**config.mk**
```make
export PLATFORM = sky130hd
export DESIGN_NAME = sata_scrambler_mw_flat
export DESIGN_NICKNAME = d
export VERILOG_FILES = /design/src/rtl/sata_scrambler_mw_if.sv /design/src/rtl/sata_scrambler_mw.sv /design/src/flat_wrapper.sv
export SDC_FILE = /design/constraint.sdc
export NUM_CORES = 1
export LEC_CHECK = 0
export CAP_MARGIN = 0
export CELL_PAD_IN_SITES_DETAIL_PLACEMENT = 1
export CELL_PAD_IN_SITES_GLOBAL_PLACEMENT = 1
export CORE_ASPECT_RATIO = 0.7
export CORE_MARGIN = 8
export CORE_UTILIZATION = 40
export CTS_CLUSTER_DIAMETER = 30
export DETAILED_ROUTE_END_ITERATION = 8
export HOLD_SLACK_MARGIN = 0.15
export PLACE_DENSITY_LB_ADDON = 0.1
export SYNTH_ARGS = -nofsm -noshare
export SYNTH_HDL_FRONTEND = slang
export SYNTH_SLANG_ARGS = --single-unit
```
**constraint.sdc**
```tcl
create_clock -name clk -period 4.7 [get_ports clk]
set_input_delay 0.94 -clock clk [delete_from_list [all_inputs] [get_ports clk]]
set_output_delay 0.94 -clock clk [all_outputs]
set_load 0.01 [all_outputs]
```
**src/rtl/sata_scrambler_mw_if.sv**
```systemverilog
// Stream bundle for the SATA scrambler: upstream beat in, downstream beat out.
// The master modport is the environment's view and the slave modport is the scrambler's view.
interface sata_scrambler_mw_if #(
    parameter int LANES = 1
);
    localparam int DW = 32 * LANES;

    logic          in_valid;
    logic          in_ready;
    logic [DW-1:0] in_data;
    logic          in_sof;
    logic          in_eof;
    logic          in_bypass;
    logic          out_valid;
    logic          out_ready;
    logic [DW-1:0] out_data;
    logic          out_sof;
    logic          out_eof;
    logic          out_oversize;

    modport master (
        output in_valid, in_data, in_sof, in_eof, in_bypass, out_ready,
        input  in_ready, out_valid, out_data, out_sof, out_eof, out_oversize
    );

    modport slave (
        input  in_valid, in_data, in_sof, in_eof, in_bypass, out_ready,
        output in_ready, out_valid, out_data, out_sof, out_eof, out_oversize
    );
endinterface

```
**src/rtl/sata_scrambler_mw.sv**
```systemverilog
// Multi-lane SATA scrambler/descrambler (x^16+x^15+x^13+x^4+1, Galois form).
// It uses a single stalling output register and counts dwords per frame to flag oversize frames.
module sata_scrambler_mw #(
    parameter int          LANES      = 1,
    parameter logic [15:0] SEED       = 16'hFFFF,
    parameter int          MAX_DWORDS = 2064
) (
    input  logic               clk,
    input  logic               rst,
    input  logic               en,
    sata_scrambler_mw_if.slave bus,
    output logic [15:0]        lfsr_state
);
    localparam int          DW      = 32 * LANES;
    localparam logic [12:0] LANES_W = 13'(LANES);
    localparam logic [12:0] MAX_W   = 13'(MAX_DWORDS);

    function automatic logic [15:0] lfsr_step(input logic [15:0] s);
        return {s[14:0], 1'b0} ^ (s[15] ? 16'hA011 : 16'h0000);
    endfunction

    logic [15:0]   lfsr;
    logic [11:0]   cnt;
    logic          accept;
    logic          scramble;
    logic [15:0]   s0;
    logic [15:0]   s_next;
    logic [DW-1:0] mask;
    logic [12:0]   cnt_sum;
    logic [11:0]   cnt_new;
    logic          over;

    assign bus.in_ready = ~bus.out_valid | bus.out_ready;
    assign accept       = bus.in_valid & bus.in_ready;
    assign scramble     = en & ~bus.in_bypass;
    assign s0           = bus.in_sof ? SEED : lfsr;
    assign lfsr_state   = lfsr;

    // One continuous bit stream across all lanes: lane k starts 32*k steps after S0.
    always_comb begin
        logic [15:0] s;
        s    = s0;
        mask = '0;
        for (int i = 0; i < DW; i++) begin
            mask[i] = s[15];
            s       = lfsr_step(s);
        end
        s_next = s;
    end

    assign cnt_sum = (bus.in_sof ? 13'd0 : {1'b0, cnt}) + LANES_W;
    assign cnt_new = cnt_sum[12] ? 12'hFFF : cnt_sum[11:0];
    assign over    = {1'b0, cnt_new} > MAX_W;

    // The output register doubles as the per-frame sticky oversize state, since it only loads on accepted beats.
    always_ff @(posedge clk or posedge rst) begin
        if (rst) begin
            lfsr             <= SEED;
            cnt              <= '0;
            bus.out_valid    <= 1'b0;
            bus.out_data     <= '0;
            bus.out_sof      <= 1'b0;
            bus.out_eof      <= 1'b0;
            bus.out_oversize <= 1'b0;
        end else if (accept) begin
            bus.out_valid    <= 1'b1;
            bus.out_data     <= scramble ? (bus.in_data ^ mask) : bus.in_data;
            bus.out_sof      <= bus.in_sof;
            bus.out_eof      <= bus.in_eof;
            bus.out_oversize <= (bus.out_oversize & ~bus.in_sof) | over;
            cnt              <= cnt_new;
            if (scramble) begin
                lfsr <= s_next;
            end else if (bus.in_sof) begin
                lfsr <= SEED;
            end
        end else if (bus.out_ready) begin
            bus.out_valid <= 1'b0;
        end
    end
endmodule

```
**src/flat_wrapper.sv**
```systemverilog
// flat-port wrapper written by rule: the top's interface ports become plain ports
module sata_scrambler_mw_flat 
#(
    parameter int          LANES      = 1,
    parameter logic [15:0] SEED       = 16'hFFFF,
    parameter int          MAX_DWORDS = 2064
)
  (clk, rst, en, lfsr_state, bus_in_valid, bus_in_data, bus_in_sof, bus_in_eof, bus_in_bypass, bus_out_ready, bus_in_ready, bus_out_valid, bus_out_data, bus_out_sof, bus_out_eof, bus_out_oversize);
  sata_scrambler_mw_if #(.LANES(LANES)) bus_i ();
  input  logic clk;
  input  logic rst;
  input  logic en;
  output logic [15:0] lfsr_state;
  input wire logic [$bits(bus_i.in_valid)-1:0] bus_in_valid;
  input wire logic [$bits(bus_i.in_data)-1:0] bus_in_data;
  input wire logic [$bits(bus_i.in_sof)-1:0] bus_in_sof;
  input wire logic [$bits(bus_i.in_eof)-1:0] bus_in_eof;
  input wire logic [$bits(bus_i.in_bypass)-1:0] bus_in_bypass;
  input wire logic [$bits(bus_i.out_ready)-1:0] bus_out_ready;
  output wire logic [$bits(bus_i.in_ready)-1:0] bus_in_ready;
  output wire logic [$bits(bus_i.out_valid)-1:0] bus_out_valid;
  output wire logic [$bits(bus_i.out_data)-1:0] bus_out_data;
  output wire logic [$bits(bus_i.out_sof)-1:0] bus_out_sof;
  output wire logic [$bits(bus_i.out_eof)-1:0] bus_out_eof;
  output wire logic [$bits(bus_i.out_oversize)-1:0] bus_out_oversize;
  assign bus_i.in_valid = bus_in_valid;
  assign bus_i.in_data = bus_in_data;
  assign bus_i.in_sof = bus_in_sof;
  assign bus_i.in_eof = bus_in_eof;
  assign bus_i.in_bypass = bus_in_bypass;
  assign bus_i.out_ready = bus_out_ready;
  assign bus_in_ready = bus_i.in_ready;
  assign bus_out_valid = bus_i.out_valid;
  assign bus_out_data = bus_i.out_data;
  assign bus_out_sof = bus_i.out_sof;
  assign bus_out_eof = bus_i.out_eof;
  assign bus_out_oversize = bus_i.out_oversize;
  sata_scrambler_mw #(.LANES(LANES), .SEED(SEED), .MAX_DWORDS(MAX_DWORDS)) u_core (.clk(clk), .rst(rst), .en(en), .bus(bus_i), .lfsr_state(lfsr_state));
endmodule
```
==> implementation parameters, run 1 <==
Parameter                              Value

Worst setup path
  Worst flop-to-flop path endpoint    u_core.bus.out_data[31]
  Worst endpoint data arrival time    4.22 ns
  Critical Path End Type    flop
  Endpoint required time on the critical path    4.90 ns
  Critical Path Fanout Max    35
  Timing startpoint of the critical path    bus_in_sof
  Startpoint type of the worst setup path    primary input
  Capture point of the critical path    u_core.bus.out_data[31]
  Depth of the worst register-to-register path    10
  Setup CP Type    in -> reg
  Minimum setup slack among reg-to-reg paths    0.82 ns
  Reg2reg start    u_core.lfsr_state[15]

Yosys
  Dominant cells by area after synthesis    dfrtp_1, xnor2_1, dfstp_2
  Number of warnings reported in the yosys synthesis log    0
  Post-Syn Area per Cell    9.69 µm²
  Synth Instances    486
  Cell area after technology mapping    4710 µm²
  Area share of the largest cell type after synthesis    25.5%
  Fraction of the yosys area taken by sequential cells    34.4%
  Net count of the mapped netlist    527
  Netlist cell types    46
  FF+latch count, synth    64
  Proportion of synthesized flip-flops having asynchronous set or reset    100%
  Most used DFF post-synth    dfrtp_1
  Count of flip-flops with a built-in enable after synthesis    0
  Cell taking the most area after synthesis    dfrtp_1

Clock network
  CTS hold repair buffers    0
  TritonCTS Buffers    9
  Clock tree sinks    64
  Setup repair bufs after CTS    0
  Bufs on Longest Clock Path    2
  Later-pin clock latency in the skew report    0.34 ns
  Total of cells resized after clock tree synthesis    0
  Clock tree root driver cell    clkbuf_16
  Number of levels the H-tree was split into    3
  Clock transition at the registers of the reported paths    0.05 ns
  TritonCTS clock tree    built

Detailed routing
  Number of nets with antenna violations after detailed routing    0
  Wirelength, routed    14200 µm
  Mean number of vias per cell    4.90
  First-pass iteration count of the detailed router    4
  Via total after detailed routing    3596
  Detail-routed net length per standard cell    19.4 µm
  DRC    0
  Drt initial violations    154

STA
  F_max    0.248 GHz
  Post-route setup TNS    0 ns
  Layout Skew    0.00685 ns
  Final Hold Viols    0
  Final setup fails    0
  Worst-Margin Slew    1.06 ns
  Shortest period the worst path allows    4.03 ns
  Share of the cycle needed by the critical path after routing    85.7%
  Number of pins exceeding their max-slew limit in the final report    0
  Unrepaired setup endpoints after global routing    false
  Max-slew headroom at the worst pin    29.1%

Placed design
  GP Congestion    0.849
  Port Buffer Count    92
  Post-DP HPWL    11000 µm

Hold path
  Type of the most critical hold path    reg -> reg
  Instance count along the most critical hold path    2

GRT
  Total gr overflow    0
  All-Layer GR Usage    19.1%
  Vias in the first global route    3852
  Pin count of the biggest net entering global routing    48
  Global-route wire length before repair    23100 µm
  Antenna violations before repair    0

Die
  Die Height    107 µm
  Number of core rows    33
  Overall die width    146 µm
  Starting density of the core    40.6%
  Number of primary I/O pins    93
  Die area    15600 µm²
  Placeable core area    11600 µm²

Layout
  Layout filler cell count    1289
  Final net count    613
  Layout cells sized above 1    11.6%
  Area added between synthesis and finish    29.0%
  Number of antenna cells inserted    0

Job
  Maximum Capacitance Violations    0

Outcome
  Status    finished, final reports clean
## synthesized netlist by cell type (2+ instances only)
cell / n
nand2_1: 55
xor2_1: 41
mux2i_1: 3
and3_1: 2
buf_2: 2
nor3_1: 3
inv_1: 5
buf_6: 2
xor3_2: 3
a21oi_1: 24
a31oi_1: 9
xnor3_2: 4
o22a_1: 3
buf_4: 6
dfrtp_1: 48
nor2_1: 74
xnor3_1: 15
xnor2_4: 5
nand3_1: 6
nor2b_1: 5
xnor2_2: 7
o21ai_1: 2
clkbuf_1: 16
dfstp_2: 16
xnor2_1: 66
or3_1: 2
o21ai_0: 39
nor3b_1: 2
nand2b_1: 3
nand4_1: 2
## metrics by stage
| stage | worst slack (ns) | cell area, µm² | utilization, % | hold slack [ns] | cells |
|---|---|---|---|---|---|
| after floorplan | 1.13 | 4710 | - | 0.514 | 486 |
| after global placement | 0.464 | 5780 | 49.8 | 0.457 | 718 |
| after detailed placement | 0.340 | 5780 | 49.8 | 0.469 | 718 |
| after CTS | 0.683 | 6080 | 52.4 | 0.482 | 734 |
| after global routing | 0.569 | 6080 | 52.4 | 0.511 | 734 |
| final | 0.673 | 6080 | 52.4 | 0.473 | 734 |
## final cells by class
type | instances | area, µm² | area share [%]
clock inverters | 3 | 40.0 | 0.659
multi-input cells | 389 | 2930 | 48.2
clock buffers | 13 | 260 | 4.28
inverters | 6 | 22.5 | 0.371
repair buffers | 102 | 1010 | 16.6
flip-flops and latches | 64 | 1620 | 26.7
well taps | 157 | 196 | 3.23
## logic make-up (layout without fill, tap and decap cells)
| group | Yosys count | count (layout) | share of synthesized area, % |
|---|---|---|---|
| buffers and inverters | 33 | 124 | 3.48 |
| AND/OR/NAND/NOR | 159 | 159 | 14.2 |
| XOR/XNOR | 142 | 142 | 36.6 |
| flip-flops | 64 | 64 | 34.4 |
| adder cells (fa/ha/maj) | 1 | 1 | 0.266 |
| AO/OA/AOI/OAI | 82 | 82 | 9.59 |
| multiplexers | 5 | 5 | 1.43 |
## cell usage in the layout (no fill, tap or decap), types with 6 or more instances in the layout
cell,Yosys,final
nor2_1,74,74
xnor2_2,7,7
clkbuf_16,0,9
xnor2_1,66,66
dfrtp_1,48,48
nand3_1,6,6
nand2_1,55,54
dfstp_2,16,16
xnor3_1,15,15
a21oi_1,24,24
clkdlybuf4s50_1,0,92
a31oi_1,9,9
xor2_1,41,41
o21ai_0,39,39
buf_4,6,9
## how the worst min path moves through the flow
stage                                      start                      to  slack (ns)
final                     u_core.bus.out_data[2]  u_core.bus.out_data[2]        0.47
after global routing          u_core.bus.out_eof      u_core.bus.out_eof        0.51
after CTS                 u_core.bus.out_data[2]  u_core.bus.out_data[2]        0.48
after detailed placement  u_core.bus.out_data[2]  u_core.bus.out_data[2]        0.47
after global placement        u_core.bus.out_eof      u_core.bus.out_eof        0.46
after floorplan               u_core.bus.out_eof      u_core.bus.out_eof        0.51
## state kept, by name, indices dropped and copies added, names as in the netlist
register / cells
u_core.bus.out_data: 32
u_core.lfsr_state: 16
u_core.cnt: 12
u_core.bus.out_eof: 1
u_core.bus.out_oversize: 1
u_core.bus.out_sof: 1
u_core.bus.out_valid: 1
## layer usage
metal  GRT usage [%]  part of all wire [%]  up-vias  wire length, µm
li1                -                     -     1765                -
met1            28.5                    52     1719             7430
met2            26.1                    40      105             5670
met3            5.43                   6.9        7              979
met4            4.59                  0.90        0              128
met5               0                     0        -                0
## critical path: stages
cell and delay (ns):
clkdlybuf4s50_1 0.57, buf_12 0.25, nor2_4 0.27, xor3_2 0.60, xnor2_4 0.27, xnor3_2 0.52, xnor3_2 0.45, nand2_2 0.10
xor2_1 0.15, o21ai_1 0.07
Power of run 1 is not shown: default switching activity piles up to over one toggle a cycle in this logic, so the estimate is an artifact.
==> run 2: changes to the inputs <==
--- a/config.mk
+++ b/config.mk
@@ -5,16 +5,17 @@
 export SDC_FILE = /design/constraint.sdc
 export NUM_CORES = 1
 export LEC_CHECK = 0
+export ABC_AREA = 1
 export CAP_MARGIN = 0
 export CELL_PAD_IN_SITES_DETAIL_PLACEMENT = 1
 export CELL_PAD_IN_SITES_GLOBAL_PLACEMENT = 1
 export CORE_ASPECT_RATIO = 0.7
 export CORE_MARGIN = 8
-export CORE_UTILIZATION = 40
-export CTS_CLUSTER_DIAMETER = 30
+export CORE_UTILIZATION = 39
+export CTS_CLUSTER_DIAMETER = 150
 export DETAILED_ROUTE_END_ITERATION = 8
 export HOLD_SLACK_MARGIN = 0.15
-export PLACE_DENSITY_LB_ADDON = 0.1
+export PLACE_DENSITY_LB_ADDON = 0.2
 export SYNTH_ARGS = -nofsm -noshare
 export SYNTH_HDL_FRONTEND = slang
 export SYNTH_SLANG_ARGS = --single-unit
==> implementation parameters, run 2 <==
Parameter                              Value

Yosys
  Netlist cell types    37
  Dominant cells by area after synthesis    dfrtp_1, nand2_1, nand3_1
  Area share of the largest cell type after synthesis    22.7%
  Most numerous cell types in the synthesized netlist    nand2_1, nand3_1, inv_1
  Portion of netlist area occupied by mux cells    0%
  Net count of the mapped netlist    794
  Library cell with the highest instance count after synthesis    nand2_1
  FF+latch count, synth    64
  Cell taking the most area after synthesis    dfrtp_1
  Most used DFF post-synth    dfrtp_1
  Adder and majority cell fraction of the synthesized area    0.236%
  Xor and xnor area share after synthesis    8.77%
  Synth Area in Compound Gates    8.77%
  Cell area after technology mapping    5290 µm²
  Fraction of the yosys area taken by sequential cells    30.6%
  Post-Syn Area per Cell    7.03 µm²
  Number of warnings reported in the yosys synthesis log    0
  Proportion of synthesized flip-flops having asynchronous set or reset    100%
  Synth Instances    753
  Count of flip-flops with a built-in enable after synthesis    0
  Simple-gate share of the synthesized area    43.3%
  Main combinational cell family by area after synthesis    simple AND/OR/NAND/NOR gates

STA
  Final Hold Viols    0
  Layout Skew    0.00941 ns
  Shortest period the worst path allows    6.43 ns
  Share of the cycle needed by the critical path after routing    137%
  Worst-case setup margin in the final layout    -1.73 ns
  Worst-Margin Slew    1.30 ns
  Final setup fails    31
  F_max    0.156 GHz
  Hold slack    0.516 ns
  Unrepaired setup endpoints after global routing    true
  Max-slew headroom at the worst pin    13.1%
  Number of pins exceeding their max-slew limit in the final report    0

Job
  Maximum Capacitance Violations    0

Worst setup path
  Endpoint required time on the critical path    4.98 ns
  Timing startpoint of the critical path    bus_in_sof
  Cell family with the largest share of critical-path delay    simple AND/OR/NAND/NOR gates
  Worst flop-to-flop path endpoint    u_core.lfsr_state[13]
  Critical Path End Type    flop
  Worst endpoint data arrival time    6.70 ns
  Worst path slowest cell    nand3b_1
  Critical Path Fanout Max    7
  Total stage count of the critical path    49
  Capture point of the critical path    u_core.lfsr_state[13]
  Largest incremental delay on the critical path    0.24 ns
  Count of buffering cells on the critical path with inverters included    8
  Reg2reg start    u_core.lfsr_state[15]
  Setup CP Type    in -> reg
  Startpoint type of the worst setup path    primary input
  Most common cell type on the critical path    nand2_4
  Depth of the worst register-to-register path    47
  Minimum setup slack among reg-to-reg paths    -1.51 ns

Clock network
  Number of levels the H-tree was split into    3
  Clock tree root driver cell    clkbuf_16
  Later-pin clock latency in the skew report    0.36 ns
  TritonCTS clock tree    built
  Bufs on Longest Clock Path    2
  Clock tree sinks    64
  CTS hold repair buffers    0
  TritonCTS Buffers    9
  Clock transition at the registers of the reported paths    0.06 ns

Detailed routing
  Drt initial violations    863
  First-pass iteration count of the detailed router    6
  Number of nets with antenna violations after detailed routing    0
  Via total after detailed routing    7824
  DRC    0
  Detail-routed net length per standard cell    32.0 µm
  Wirelength, routed    38300 µm
  Mean number of vias per cell    6.54

Layout
  Final net count    1047
  Area added between synthesis and finish    76.7%
  Largest reg by FF count    u_core.bus.out_data
  Fin util    70.7%
  Number of flip-flops under the largest register name    32
  Commonest non-fill, non-tap cells in the layout    buf_4, nand2_1, clkdlybuf4s50_1
  Leading cell type in the layout, fill and taps excluded    buf_4
  Layout cells sized above 1    45.1%

Placed design
  Port Buffer Count    92
  Post-DP HPWL    16900 µm
  GP Congestion    0.892

GRT
  Vias in the first global route    7758
  Antenna violations before repair    2
  Global-route wire length before repair    47200 µm
  All-Layer GR Usage    34.9%
  Pin count of the biggest net entering global routing    82
  Total gr overflow    0

Die
  Number of primary I/O pins    93
  Die Height    113 µm
  Starting density of the core    40.0%
  Die area    17600 µm²
  Placeable core area    13200 µm²
  Overall die width    155 µm
  Number of core rows    35

Outcome
  Violated checks    negative setup slack
  Status    finished with violations

Hold path
  Type of the most critical hold path    reg -> reg
run 2: worst min-delay path by stage:
| stage | start | to | slack (ns) | cells after the start |
|---|---|---|---|---|
| after global routing | u_core.bus.out_data[29] | u_core.bus.out_data[29] | 0.54 | 2 |
| final | u_core.bus.out_eof | u_core.bus.out_eof | 0.52 | 2 |
| after CTS | u_core.bus.out_data[18] | u_core.bus.out_data[18] | 0.49 | 2 |
| after global placement | u_core.bus.out_data[29] | u_core.bus.out_data[29] | 0.46 | 2 |
| after floorplan | u_core.cnt[10] | u_core.cnt[10] | 0.47 | 2 |
| after detailed placement | u_core.bus.out_data[31] | u_core.bus.out_data[31] | 0.47 | 2 |
run 2: final cells by class:
cell class                      count  area, µm²
Clock inverter                      5        104
Sequential cell                    64       1620
Antenna cell                        1       2.50
Clock buffer                       11        243
Tap cell                          185        231
Timing Repair Buffer              262       2260
Multi-Input combinational cell    579       4500
Inverter                           90        388
Fill cell                        1532       3870
run 2: cells by family (layout without fill, tap and decap cells):
logic type                 count (synthesis)  after routing
xor gates and xnor gates                  53             53
adders and majority gates                  1              1
AOI/OAI and AO/OA                         84             84
DFF                                       64             64
other                                      0              1
buffers and inverters                    110            368
and+or+nand+nor                          441            441
run 2: worst reg2reg max path, delay by kind of cell, from the launching register on:
kind | cells | cell delay [ns]
buffers and inverters | 6 | 0.79
DFF | 1 | 0.62
and+or+nand+nor | 41 | 4.75
run 2: layer usage:
layer  up-vias  track usage (%)  part of all wire [%]
met5         -                0                 0.026
met4         2             17.8                   8.8
met3       315             11.2                    12
met2       796             57.1                    44
met1      3768             40.7                    35
li1       2943                -                     -
run 2: through the flow:
stage / setup WS (ns) / setup TNS, ns / cells / instance area (µm²)
2_1_floorplan: -0.223 / -1.73 / 753 / 5470
3_3_place_gp: -1.27 / -28.48 / 1116 / 7340
3_5_place_dp: -1.61 / -37.62 / 1116 / 7340
4_1_cts: -0.698 / -12.42 / 1170 / 8760
5_1_grt: -1.78 / -42.11 / 1196 / 9350
6_report: -1.73 / -40.65 / 1197 / 9350
run 2: timing repair:
action	4_1_cts	5_1_grt
setup buffers	39	28
setup endpoints to repair	29	30
pin swaps	69	86
resized for setup	179	84
Power of run 2 is left out for the same reason.
